--- src/rtl/button_conditioner_pkg.sv ---
// Shared types and sizing helpers for the button/switch conditioner.
package button_conditioner_pkg;

    localparam int NUM_BTN = 3;
    localparam int NUM_SW  = 3;

    typedef enum logic [1:0] {
        IDLE    = 2'd0,
        PRESSED = 2'd1,
        REPEAT  = 2'd2
    } btn_state_e;

    // Counter width large enough that none of the timing limits can wrap it.
    function automatic int cnt_width(input int a, input int b, input int c);
        int m;
        m = a;
        if (b > m) m = b;
        if (c > m) m = c;
        return $clog2(m) + 1;
    endfunction

endpackage

--- src/rtl/button_conditioner_if.sv ---
// Board-side signal bundle: raw inputs in, conditioned levels and strobes out.
interface button_conditioner_if;
    import button_conditioner_pkg::*;

    logic [NUM_BTN-1:0] btn_raw;
    logic [NUM_SW-1:0]  sw_raw;
    logic [NUM_BTN-1:0] button_export;
    logic [NUM_SW-1:0]  switch_export;
    logic [NUM_BTN-1:0] press_pulse;
    logic [NUM_BTN-1:0] hold;

    modport master (
        output btn_raw, sw_raw,
        input  button_export, switch_export, press_pulse, hold
    );

    modport slave (
        input  btn_raw, sw_raw,
        output button_export, switch_export, press_pulse, hold
    );
endinterface

--- src/rtl/debounce_channel.sv ---
// One input channel: 2-flop synchronizer, optional inversion, and a
// consecutive-difference counter that flips the stable level.
module debounce_channel
    import button_conditioner_pkg::*;
#(
    parameter int DEBOUNCE_CYCLES = 500000,
    parameter bit INVERT          = 1'b0
) (
    input  logic clk,
    input  logic rst_n,
    input  logic raw_i,
    output logic level_o
);
    localparam int            CW       = cnt_width(DEBOUNCE_CYCLES, 1, 1);
    localparam logic [CW-1:0] CNT_LAST = CW'(DEBOUNCE_CYCLES - 1);

    logic [1:0]    sync_q;
    logic [1:0]    fill_q;
    logic          stable_q, stable_d;
    logic [CW-1:0] cnt_q, cnt_d;
    logic          sampled;

    // fill_q holds off counting until the synchronizer carries real samples,
    // so reset-value zeros are never mistaken for an input level.
    always_ff @(posedge clk or negedge rst_n) begin
        if (!rst_n) begin
            sync_q   <= '0;
            fill_q   <= '0;
            stable_q <= 1'b0;
            cnt_q    <= '0;
        end else begin
            sync_q   <= {sync_q[0], raw_i};
            fill_q   <= {fill_q[0], 1'b1};
            stable_q <= stable_d;
            cnt_q    <= cnt_d;
        end
    end

    assign sampled = sync_q[1] ^ INVERT;

    always_comb begin
        stable_d = stable_q;
        cnt_d    = '0;
        if (fill_q[1] && (sampled != stable_q)) begin
            if (cnt_q >= CNT_LAST) begin
                stable_d = ~stable_q;
            end else begin
                cnt_d = cnt_q + 1'b1;
            end
        end
    end

    assign level_o = stable_q;

endmodule

--- src/rtl/button_conditioner.sv ---
// Debounces buttons and switches; buttons additionally get press strobes,
// auto-repeat and a hold flag from a per-channel FSM.
module button_conditioner
    import button_conditioner_pkg::*;
#(
    parameter int DEBOUNCE_CYCLES = 500000,
    parameter int REPEAT_DELAY    = 25000000,
    parameter int REPEAT_PERIOD   = 10000000
) (
    input  logic                 clk_clk,
    input  logic                 reset_reset_n,
    button_conditioner_if.slave  bus
);
    localparam int            TW          = cnt_width(DEBOUNCE_CYCLES, REPEAT_DELAY, REPEAT_PERIOD);
    localparam logic [TW-1:0] DELAY_LAST  = TW'(REPEAT_DELAY - 1);
    localparam logic [TW-1:0] PERIOD_LAST = TW'(REPEAT_PERIOD - 1);

    logic [NUM_BTN-1:0] btn_level;
    logic [NUM_SW-1:0]  sw_level;
    logic [NUM_BTN-1:0] pulse_vec;
    logic [NUM_BTN-1:0] hold_vec;

    for (genvar gi = 0; gi < NUM_SW; gi++) begin : g_sw
        debounce_channel #(
            .DEBOUNCE_CYCLES (DEBOUNCE_CYCLES),
            .INVERT          (1'b0)
        ) u_sw (
            .clk     (clk_clk),
            .rst_n   (reset_reset_n),
            .raw_i   (bus.sw_raw[gi]),
            .level_o (sw_level[gi])
        );
    end

    for (genvar gi = 0; gi < NUM_BTN; gi++) begin : g_btn
        btn_state_e    state_q, state_d;
        logic [TW-1:0] timer_q, timer_d;
        logic          pulse;

        debounce_channel #(
            .DEBOUNCE_CYCLES (DEBOUNCE_CYCLES),
            .INVERT          (1'b1)
        ) u_btn (
            .clk     (clk_clk),
            .rst_n   (reset_reset_n),
            .raw_i   (bus.btn_raw[gi]),
            .level_o (btn_level[gi])
        );

        always_ff @(posedge clk_clk or negedge reset_reset_n) begin
            if (!reset_reset_n) begin
                state_q <= IDLE;
                timer_q <= '0;
            end else begin
                state_q <= state_d;
                timer_q <= timer_d;
            end
        end

        // In PRESSED the timer counts held cycles including the press cycle;
        // in REPEAT it is the phase within the repeat period (0 = pulse).
        always_comb begin
            state_d = state_q;
            timer_d = timer_q;
            pulse   = 1'b0;
            case (state_q)
                IDLE: begin
                    timer_d = '0;
                    if (btn_level[gi]) begin
                        pulse   = 1'b1;
                        state_d = PRESSED;
                        timer_d = TW'(1);
                    end
                end
                PRESSED: begin
                    if (!btn_level[gi]) begin
                        state_d = IDLE;
                        timer_d = '0;
                    end else if (timer_q >= DELAY_LAST) begin
                        state_d = REPEAT;
                        timer_d = '0;
                    end else begin
                        timer_d = timer_q + 1'b1;
                    end
                end
                REPEAT: begin
                    if (!btn_level[gi]) begin
                        state_d = IDLE;
                        timer_d = '0;
                    end else begin
                        pulse   = (timer_q == '0);
                        timer_d = (timer_q >= PERIOD_LAST) ? '0 : timer_q + 1'b1;
                    end
                end
                default: begin
                    state_d = IDLE;
                    timer_d = '0;
                end
            endcase
        end

        assign pulse_vec[gi] = pulse;
        assign hold_vec[gi]  = (state_q == REPEAT);
    end

    assign bus.button_export = btn_level;
    assign bus.switch_export = sw_level;
    assign bus.press_pulse   = pulse_vec;
    assign bus.hold          = hold_vec;

endmodule

--- src/flat_wrapper.sv ---
// flat-port wrapper written by rule: the top's interface ports become plain ports
module button_conditioner_flat import button_conditioner_pkg::*;
#(
    parameter int DEBOUNCE_CYCLES = 500000,
    parameter int REPEAT_DELAY    = 25000000,
    parameter int REPEAT_PERIOD   = 10000000
)
  (clk_clk, reset_reset_n, bus_btn_raw, bus_sw_raw, bus_button_export, bus_switch_export, bus_press_pulse, bus_hold);
  button_conditioner_if bus_i ();
  input  logic clk_clk;
  input  logic reset_reset_n;
  input wire logic [$bits(bus_i.btn_raw)-1:0] bus_btn_raw;
  input wire logic [$bits(bus_i.sw_raw)-1:0] bus_sw_raw;
  output wire logic [$bits(bus_i.button_export)-1:0] bus_button_export;
  output wire logic [$bits(bus_i.switch_export)-1:0] bus_switch_export;
  output wire logic [$bits(bus_i.press_pulse)-1:0] bus_press_pulse;
  output wire logic [$bits(bus_i.hold)-1:0] bus_hold;
  assign bus_i.btn_raw = bus_btn_raw;
  assign bus_i.sw_raw = bus_sw_raw;
  assign bus_button_export = bus_i.button_export;
  assign bus_switch_export = bus_i.switch_export;
  assign bus_press_pulse = bus_i.press_pulse;
  assign bus_hold = bus_i.hold;
  button_conditioner #(.DEBOUNCE_CYCLES(DEBOUNCE_CYCLES), .REPEAT_DELAY(REPEAT_DELAY), .REPEAT_PERIOD(REPEAT_PERIOD)) u_core (.clk_clk(clk_clk), .reset_reset_n(reset_reset_n), .bus(bus_i));
endmodule
--- config.mk ---
export PLATFORM = sky130hd
export DESIGN_NAME = button_conditioner_flat
export DESIGN_NICKNAME = d
export VERILOG_FILES = /design/src/rtl/button_conditioner_pkg.sv /design/src/rtl/button_conditioner_if.sv /design/src/rtl/debounce_channel.sv /design/src/rtl/button_conditioner.sv /design/src/flat_wrapper.sv
export SDC_FILE = /design/constraint.sdc
export NUM_CORES = 1
export LEC_CHECK = 0
export ABC_AREA = 1
export BUFFER_PORTS_ARGS = -buffer_cell sky130_fd_sc_hd__buf_2
export CAP_MARGIN = 5
export CELL_PAD_IN_SITES_DETAIL_PLACEMENT = 1
export CELL_PAD_IN_SITES_GLOBAL_PLACEMENT = 1
export CORE_ASPECT_RATIO = 0.5
export CORE_MARGIN = 2
export CORE_UTILIZATION = 33
export CTS_BUF_LIST = sky130_fd_sc_hd__clkbuf_4
export DETAILED_ROUTE_END_ITERATION = 8
export PLACE_DENSITY_LB_ADDON = 0.1
export SLEW_MARGIN = 20
export SYNTH_ARGS = -nofsm -noshare
export SYNTH_HDL_FRONTEND = slang
export SYNTH_HIERARCHICAL = 1
export SYNTH_SLANG_ARGS = --single-unit
--- constraint.sdc ---
create_clock -name clk_clk -period 4.79 [get_ports clk_clk]
set_clock_uncertainty 0.05 [all_clocks]
set_input_delay 0.958 -clock clk_clk [delete_from_list [all_inputs] [get_ports clk_clk]]
set_output_delay 0.958 -clock clk_clk [all_outputs]
set_load 0.01 [all_outputs]
# After elaboration in Yosys (flattened, before gate mapping)
# Cells that the tools add are included.
[op_classes] addsub=9 mul=0 div=0 order_cmp=12 n_eq_ne=21 n_shift=0 mux=54 n_bitwise=9 reduce_logical=21
[op_table] op="$mux 26" count=12
[op_table] op="$mux 20" count=12
[op_table] op="$pmux 26 s3" count=3
[op_table] op="$add 20x1->20 const B" count=6
[op_table] op="$ge 20x19->1 const B" count=6
[op_table] op="$add 26x1->26 const B" count=3
[op_table] op="$ge 26x24->1 const B" count=3
[op_table] op="$ge 26x25->1 const B" count=3
[op_table] op="$logic_not 26->1" count=3
[op_table] op="$mux 2" count=12
[op_table] op="$pmux 2 s3" count=3
[op_table] op="$ne 2x2->1 const B" count=6
[op_table] op="$reduce_and 2->1" count=6
[op_table] op="$mux 1" count=9
[op_table] op="$ne 3x2->1 const B" count=3
[op_table] op="$not 1->1" count=9
[op_table] op="$reduce_and 3->1" count=3
[op_table] op="$eq 2x1->1 const B" count=3
[op_table] op="$eq 2x2->1 const B" count=3
[op_table] op="$logic_and 1x1->1" count=6
[op_table] op="$logic_not 2->1" count=3
[op_table] op="$ne 1x1->1" count=6
[op_table] op="$pmux 1 s2" count=3
[totals] regBits=234 latchBits=0 ram_bits=0 mem_bits_ro=0 n_memories=0

# Logic depth before layout (Yosys ltp)
# Gate-level depths: netlist (run 1).
[depth] depth_word=4 mapped_depth=12 depth_no_buf=12

# Hierarchy
# Netlist (run 1), hierarchy kept.
[by_module_without_submodules] module="button_conditioner" instances=1 cells_per_inst=851 area_per_inst_um2=5858.1
[by_module_without_submodules] module="debounce_channel at u_core.g_sw[0].u_sw ..." instances=3 cells_per_inst=146 area_per_inst_um2=1270.0
[by_module_without_submodules] module="debounce_channel at u_core.g_btn[0].u_btn ..." instances=3 cells_per_inst=147 area_per_inst_um2=1258.7

# Worst setup path before layout (run 1)
# OpenSTA, ideal clock, no wires.
[synth_timing] path_type="register -> output" from="register u_core.g_btn[0].timer_q[0]" to="output bus_press_pulse[0]" t_arrival_ns=1.205 setup_slack_ns=2.577 path_stages_with_launch=7 path_buffers=1 cell_sequence="dfrtp_1 > inv_1 > ha_1 > nor4b_1 > nand4_1 > o21ai_0 > buf_4"
[synth_via] elab_chain_cells=3
[synth_rtl] item="start, declared" line="button_conditioner.sv:37" text="logic [TW-1:0] timer_q, timer_d;"
[synth_rtl] item="start signal, assigned" line="button_conditioner.sv:56" text="timer_q <= timer_d;"
[synth_rtl] item="$logic_not 26->1" line="button_conditioner.sv:91" text="pulse = (timer_q == '0);"
[synth_rtl] item="$mux 1" line="button_conditioner.sv:87" text="if (!btn_level[gi]) begin"
[synth_rtl] item="$pmux 1 s2" line="button_conditioner.sv:66" text="case (state_q)"
[synth_rtl] item="end, declared" line="flat_wrapper.sv:16" text="output wire logic [$bits(bus_i.press_pulse)-1:0] bus_press_pulse;"
# Every way passes these cells.

# Final worst setup path (run 1)
# Same ends and word-level chain as after synthesis.

==> run_results.csv, run 1 <==
group,metric,value,unit
status,status,"finished, final reports clean",
logic_synthesis,syn_avg_cell_area,7.77,µm²
sta,slew_headroom,47.2,%
routing,drt_wl_total,33800,µm
clock_network,cts_max_level,2,
logic_synthesis,ys_seq_elements,234,
floorplanning,core,0.0403,mm²
logic_synthesis,synth.top_cell.area_share,43.6,%
critical_path,r2r_start,"u_core/g_btn[1].timer_q[0]$_DFF_PN0_",
clock_network,root_buffer,"clkbuf_4",
logic_synthesis,synth_area,0.0134,mm²
flow_run,max_cap_violations,0,
critical_path,cp.arrival,2370,ps
logic_synthesis,yosys_warnings,6,
sta,fin_crit,3380,ps
clock_network,holdBufCountCts,0,
routing,dr_total_vias,11100,
logic_synthesis,yosysSeqAreaShare,43.6,%
power_and_ir_drop,powerDensity,290,mW/mm²
routing,drc,0,
floorplanning,dieArea,0.0425,mm²
floorplanning,rows,52,
sta,worstMarginPinSlew,792,ps
routing,firstDrtPassIters,6,
critical_path,rrSetupSlack,2530,ps
grt,antenna_found_initial,1,
floorplanning,die_x,289,µm
critical_path,rr_worst_depth,10,
worst_hold_path,hold_class,"in2async",
logic_synthesis,synthesis.instances,1730,
critical_path,worst-setup-path-type,"reg2out",
placement,place_inst,2262,
critical_path,crit_required,3780,ps
logic_synthesis,async_flop_share,100,%
critical_path,critPathLaunch,"u_core/g_btn[0].timer_q[0]$_DFF_PN0_",
sta,drv_slew,0,
clock_network,cts_resized,0,
sta,finalSetupViolCount,0,
floorplanning,die_h,147,µm
logic_synthesis,yosysMostFrequentCell,"nand2_1",
logic_synthesis,synth_common_cells,"nand2_1, nor2_1, dfrtp_1",
clock_network,cts_buffer_depth,3,
routing,viasPerCell,4.72,
clock_network,post_cts_buffers,0,
floorplanning,io_pins,20,
sta,fmax,296,MHz
critical_path,critPathLaunchType,"flip-flop",
placement,port-buffer-count,19,
clock_network,cts_buffers,60,
routing,drt_iter0_markers,512,
sta,rsz0062_at_grt,"no",
power_and_ir_drop,p_leak,0.00632,µW
sta,hold_violations,0,
finish,fin_cells,2355,
grt,grt_max_degree,99,
grt,grt_pass1_wl,58800,µm
placement,gp_congestion,0.829,
grt,grt_use_total,16.8,%
clock_network,path_clk_slew,70,ps
finish,nets,1804,
grt,grt_overflow,0,
sta,timing.hold.ws,207,ps
logic_synthesis,synth_cell_types,41,
critical_path,reg2reg_to,"u_core/g_btn[1].timer_q[1]$_DFF_PN0_",
grt,grt_pass1_vias,12000,
clock_network,clk_latency,750,ps
logic_synthesis,synth-edff-count,0,
routing,wl_per_cell,14.4,µm
critical_path,cp_max_fo,3,
finish,layout-drive-gt1-share,14.3,%
finish,area_growth,8.92,%
clock_network,cts.sinks,234,
critical_path,cp-end-kind,"primary output",
placement,hpwl,24500,µm
logic_synthesis,synthFlopType,"dfrtp_1",
sta,finalSetupTns,0,ps
floorplanning,start_util,33.4,%
logic_synthesis,synth.area.top_cells,"dfrtp_1, nand2_1, nor2_1, inv_1, xor2_1",
sta,period_share,70.5,%
clock_network,cts_tree,"yes",
routing,ant_nets,0,
power_and_ir_drop,vdd_drop_max,170,µV
logic_synthesis,synth_area_leader_cell,"dfrtp_1",
[registers in the layout, summed over array words and instances, names as in the netlist]
name	cells
u_core/g_sw.u_sw/cnt_q	60
u_core/g_sw.u_sw/fill_q	6
u_core/g_btn.timer_q	78
u_core/g_btn.u_btn/fill_q	6
u_core/g_sw.u_sw/level_o	3
u_core/g_btn.u_btn/cnt_q	60
u_core/g_btn.u_btn/level_o	3
u_core/g_btn.u_btn/sync_q	6
u_core/g_btn.state_q	6
u_core/g_sw.u_sw/sync_q	6
[kinds of logic after synthesis]
family | Yosys count | synth area share, %
flip-flops | 234 | 43.6
adder cells (fa/ha/maj) | 12 | 1.12
buffers and inverters | 253 | 8.29
AND/OR/NAND/NOR | 956 | 33.2
XOR/XNOR | 103 | 6.71
other | 13 | 0.363
AO/OA/AOI/OAI | 159 | 6.72
[worst max-delay path: stages (launching register included)]
cell and delay (ps):
dfrtp_1 390, inv_1 130, ha_1 170, nor4b_1 400
nand4_1 150, o21ai_0 230, buf_2 170
[placed cells by master (no fill, tap or decap), types with 13 or more instances in the layout]
cell type	netlist	final
nand2_1	385	385
nor2_1	271	271
dfrtp_1	234	234
inv_1	205	205
nand3_1	87	87
a21oi_1	81	81
clkbuf_4	0	80
xor2_1	72	72
nor2_2	54	54
o21ai_0	44	44
nor3_1	37	37
nand4_1	31	31
xnor2_1	31	31
nand2_2	30	30
buf_2	10	18
inv_2	15	15
conb_1	13	15
nand3_2	13	13
o22ai_1	13	13
[routing by layer]
layer	GRT usage, %	up-vias	wire length (µm)
met4	4.51	0	633
met1	22.5	5425	16400
met5	0	-	0
li1	-	5552	-
met3	3.54	57	1130
met2	27.5	93	15600
[report_power, final]
group	leakage [µW]	internal, µW	switching, µW
registers	0.00317	2050	77.8
logic	0.00276	146	370
clock network	0.000389	758	844
[cell type report]
class / count / area (µm²)
sequential: 234 / 5860
antenna: 1 / 2.50
multi-input combinational: 1245 / 6480
timing repair buffer: 23 / 148
clock inverter: 12 / 55.1
fill: 4976 / 25600
tap: 540 / 676
inverter: 220 / 826
clock buffer: 80 / 601
[through the flow]
| step | utilization (%) | setup slack, ps | total power, µW | cell area (µm²) |
|---|---|---|---|---|
| final | 36.4 | 1410 | 4250 | 14600 |
| after global placement | 34.7 | 2210 | 2680 | 14000 |
| after global routing | 36.4 | 1110 | 4580 | 14600 |
| after floorplan | - | 2580 | 2530 | 13500 |
| after detailed placement | 34.7 | 2190 | 2700 | 14000 |
| after CTS | 36.4 | 1310 | 4390 | 14600 |
[how the worst max path moves through the flow]
stage | end | slack, ps
finish | bus_press_pulse[0] | 1410
global placement | bus_press_pulse[0] | 2210
CTS | bus_press_pulse[0] | 1310
global route | bus_press_pulse[0] | 1110
floorplan | bus_press_pulse[0] | 2580
detailed placement | bus_press_pulse[0] | 2190
(Power assumes the default switching activity.)
==> inputs of run 2 (changes only) <==
==> constraint.sdc (replaced) <==
create_clock -name clk_clk -period 2.8 [get_ports clk_clk]
set_clock_uncertainty 0.05 [all_clocks]
set_input_delay 0.56 -clock clk_clk [delete_from_list [all_inputs] [get_ports clk_clk]]
set_output_delay 0.56 -clock clk_clk [all_outputs]
set_load 0.01 [all_outputs]
==> run_results.csv, run 2 (synthesis gave the netlist of run 1 again) <==
group,metric,value,unit
sta,period_share,95.1,%
power_and_ir_drop,vdd_drop_max,257,µV
worst_hold_path,hold_class,"in2async",
finish,fin_cells,2373,
routing,wl_per_cell,14.3,µm
sta,finalSetupTns,0,ps
critical_path,critPathLaunchType,"flip-flop",
sta,hold_violations,0,
routing,dr_total_vias,11200,
critical_path,crit_required,2190,ps
sta,worstMarginPinSlew,683,ps
sta,timing.hold.ws,199,ps
routing,drt_iter0_markers,563,
floorplanning,start_util,33.4,%
finish,final_cell_mix,"nand2_1, nor2_1, dfrtp_1",
placement,hpwl,24100,µm
finish,area_growth,11.1,%
clock_network,cts_max_level,2,
floorplanning,io_pins,20,
grt,grt_pass1_wl,59400,µm
critical_path,cp_slowest_cell,"dfrtp_1",
routing,firstDrtPassIters,4,
routing,viasPerCell,4.71,
critical_path,critPathLaunch,"u_core/g_btn[1].timer_q[8]$_DFF_PN0_",
clock_network,cts_buffer_depth,3,
sta,drv_slew,0,
finish,top_regs,"u_core/g_btn.timer_q: 78 flops, u_core/g_btn.u_btn/cnt_q: 60 flops, u_core/g_sw.u_sw/cnt_q: 60 flops",
clock_network,root_buffer,"clkbuf_4",
grt,grt_use_total,16.9,%
sta,slew_headroom,54.5,%
floorplanning,die_h,147,µm
floorplanning,rows,52,
grt,antenna_found_initial,1,
critical_path,crit_chain,"inv_1 -> nand2_1 -> nor3_4 -> nand4_1 -> o21ai_2 -> buf_2",
placement,port-buffer-count,19,
flow_run,max_cap_violations,0,
sta,finalSetupViolCount,0,
critical_path,cp-end-kind,"primary output",
grt,grt_max_degree,85,
critical_path,slowest_delay,420,ps
critical_path,endpoint,"bus_press_pulse[1]",
floorplanning,dieArea,0.0425,mm²
clock_network,cts_tree,"yes",
finish,layout-drive-gt1-share,16.1,%
sta,rsz0062_at_grt,"yes",
routing,ant_nets,0,
sta,fmax,376,MHz
critical_path,r2r_start,"u_core/g_btn[1].timer_q[0]$_DFF_PN0_",
finish,nets,1813,
critical_path,worst-setup-path-type,"reg2out",
sta,fin_crit,2660,ps
clock_network,cts.sinks,234,
finish,regMostFlops,"u_core/g_btn.timer_q",
finish,final_cell_area,0.0149,mm²
placement,gp_congestion,0.845,
finish,utilization,37.1,%
clock_network,path_clk_slew,70,ps
finish,largest_reg_flops,78,
routing,drt_wl_total,34000,µm
power_and_ir_drop,p_leak,0.00644,µW
routing,drc,0,
critical_path,worst-path-buf-inv,2,
critical_path,reg2reg_to,"u_core/g_btn[1].timer_q[0]$_DFF_PN0_",
placement,place_area,0.0140,mm²
power_and_ir_drop,powerDensity,506,mW/mm²
critical_path,cp_max_fo,4,
critical_path,crit_cells,6,
critical_path,rrSetupSlack,630,ps
finish,final_common_cell,"nand2_1",
clock_network,cts_buffers,59,
floorplanning,die_x,289,µm
critical_path,rr_worst_depth,13,
critical_path,cp.arrival,2050,ps
status,status,"finished, final reports clean",
floorplanning,core,0.0403,mm²
clock_network,clk_latency,770,ps
placement,place_inst,2261,
grt,grt_overflow,0,
grt,grt_pass1_vias,11900,
critical_path,crit_family,"simple AND/OR/NAND/NOR gates",
## run 2: final cells by class
type,instances,area (µm²)
well taps,540,676
flip-flops and latches,234,5860
repair buffers,33,253
inverters,220,826
diodes,1,2.50
clock inverters,19,110
clock buffers,81,608
multi-input cells,1245,6600
fillers,4966,25300
## run 2: repair_timing
| action | in CTS | in global routing |
|---|---|---|
| gates cloned | 0 | 0 |
| hold endpoints to repair | 190 | 0 |
| setup buffers | 3 | 1 |
| hold buffers | 7 | 0 |
| setup endpoints to repair | 3 | 3 |
| pin swaps | 2 | 3 |
| gates resized for setup | 16 | 19 |
## run 2: power breakdown
part	switching [µW]	internal [µW]
clock	1510	1420
sequential	141	3510
combinational	657	316
## run 2: layer usage
layer  GRT usage [%]  up-vias  share of wire (%)
met1            22.9     5421                 49
li1                -     5580                  -
met4            4.82        0                2.1
met5               0        -                  0
met2            27.2      113                 46
met3            3.42       67                3.5
## run 2: how the worst min path moves through the flow
| stage | start | end | slack (ps) | depth (start not counted) |
|---|---|---|---|---|
| 6_report | reset_reset_n | u_core/g_btn[0].u_btn/cnt_q[17]$_DFF_PN0_ | 200 | 2 |
| 5_1_grt | reset_reset_n | u_core/g_btn[0].u_btn/cnt_q[17]$_DFF_PN0_ | 160 | 2 |
| 4_1_cts | reset_reset_n | u_core/g_btn[0].u_btn/cnt_q[10]$_DFF_PN0_ | 120 | 2 |
| 3_5_place_dp | u_core/g_sw[1].u_sw/fill_q[0]$_DFF_PN0_ | u_core/g_sw[1].u_sw/fill_q[1]$_DFF_PN0_ | 290 | 0 |
| 3_3_place_gp | u_core/g_sw[2].u_sw/fill_q[0]$_DFF_PN0_ | u_core/g_sw[2].u_sw/fill_q[1]$_DFF_PN0_ | 280 | 0 |
| 2_1_floorplan | reset_reset_n | u_core/g_btn[0].state_q[0]$_DFFE_PN0P_ | 210 | 0 |
## run 2: per-stage QoR
stage / setup WS (ps) / power [µW]
floorplan: 985 / 4320
global placement: 719 / 4580
detailed placement: 689 / 4610
CTS: 11.4 / 7750
global route: -51.9 / 8100
finish: 138 / 7560
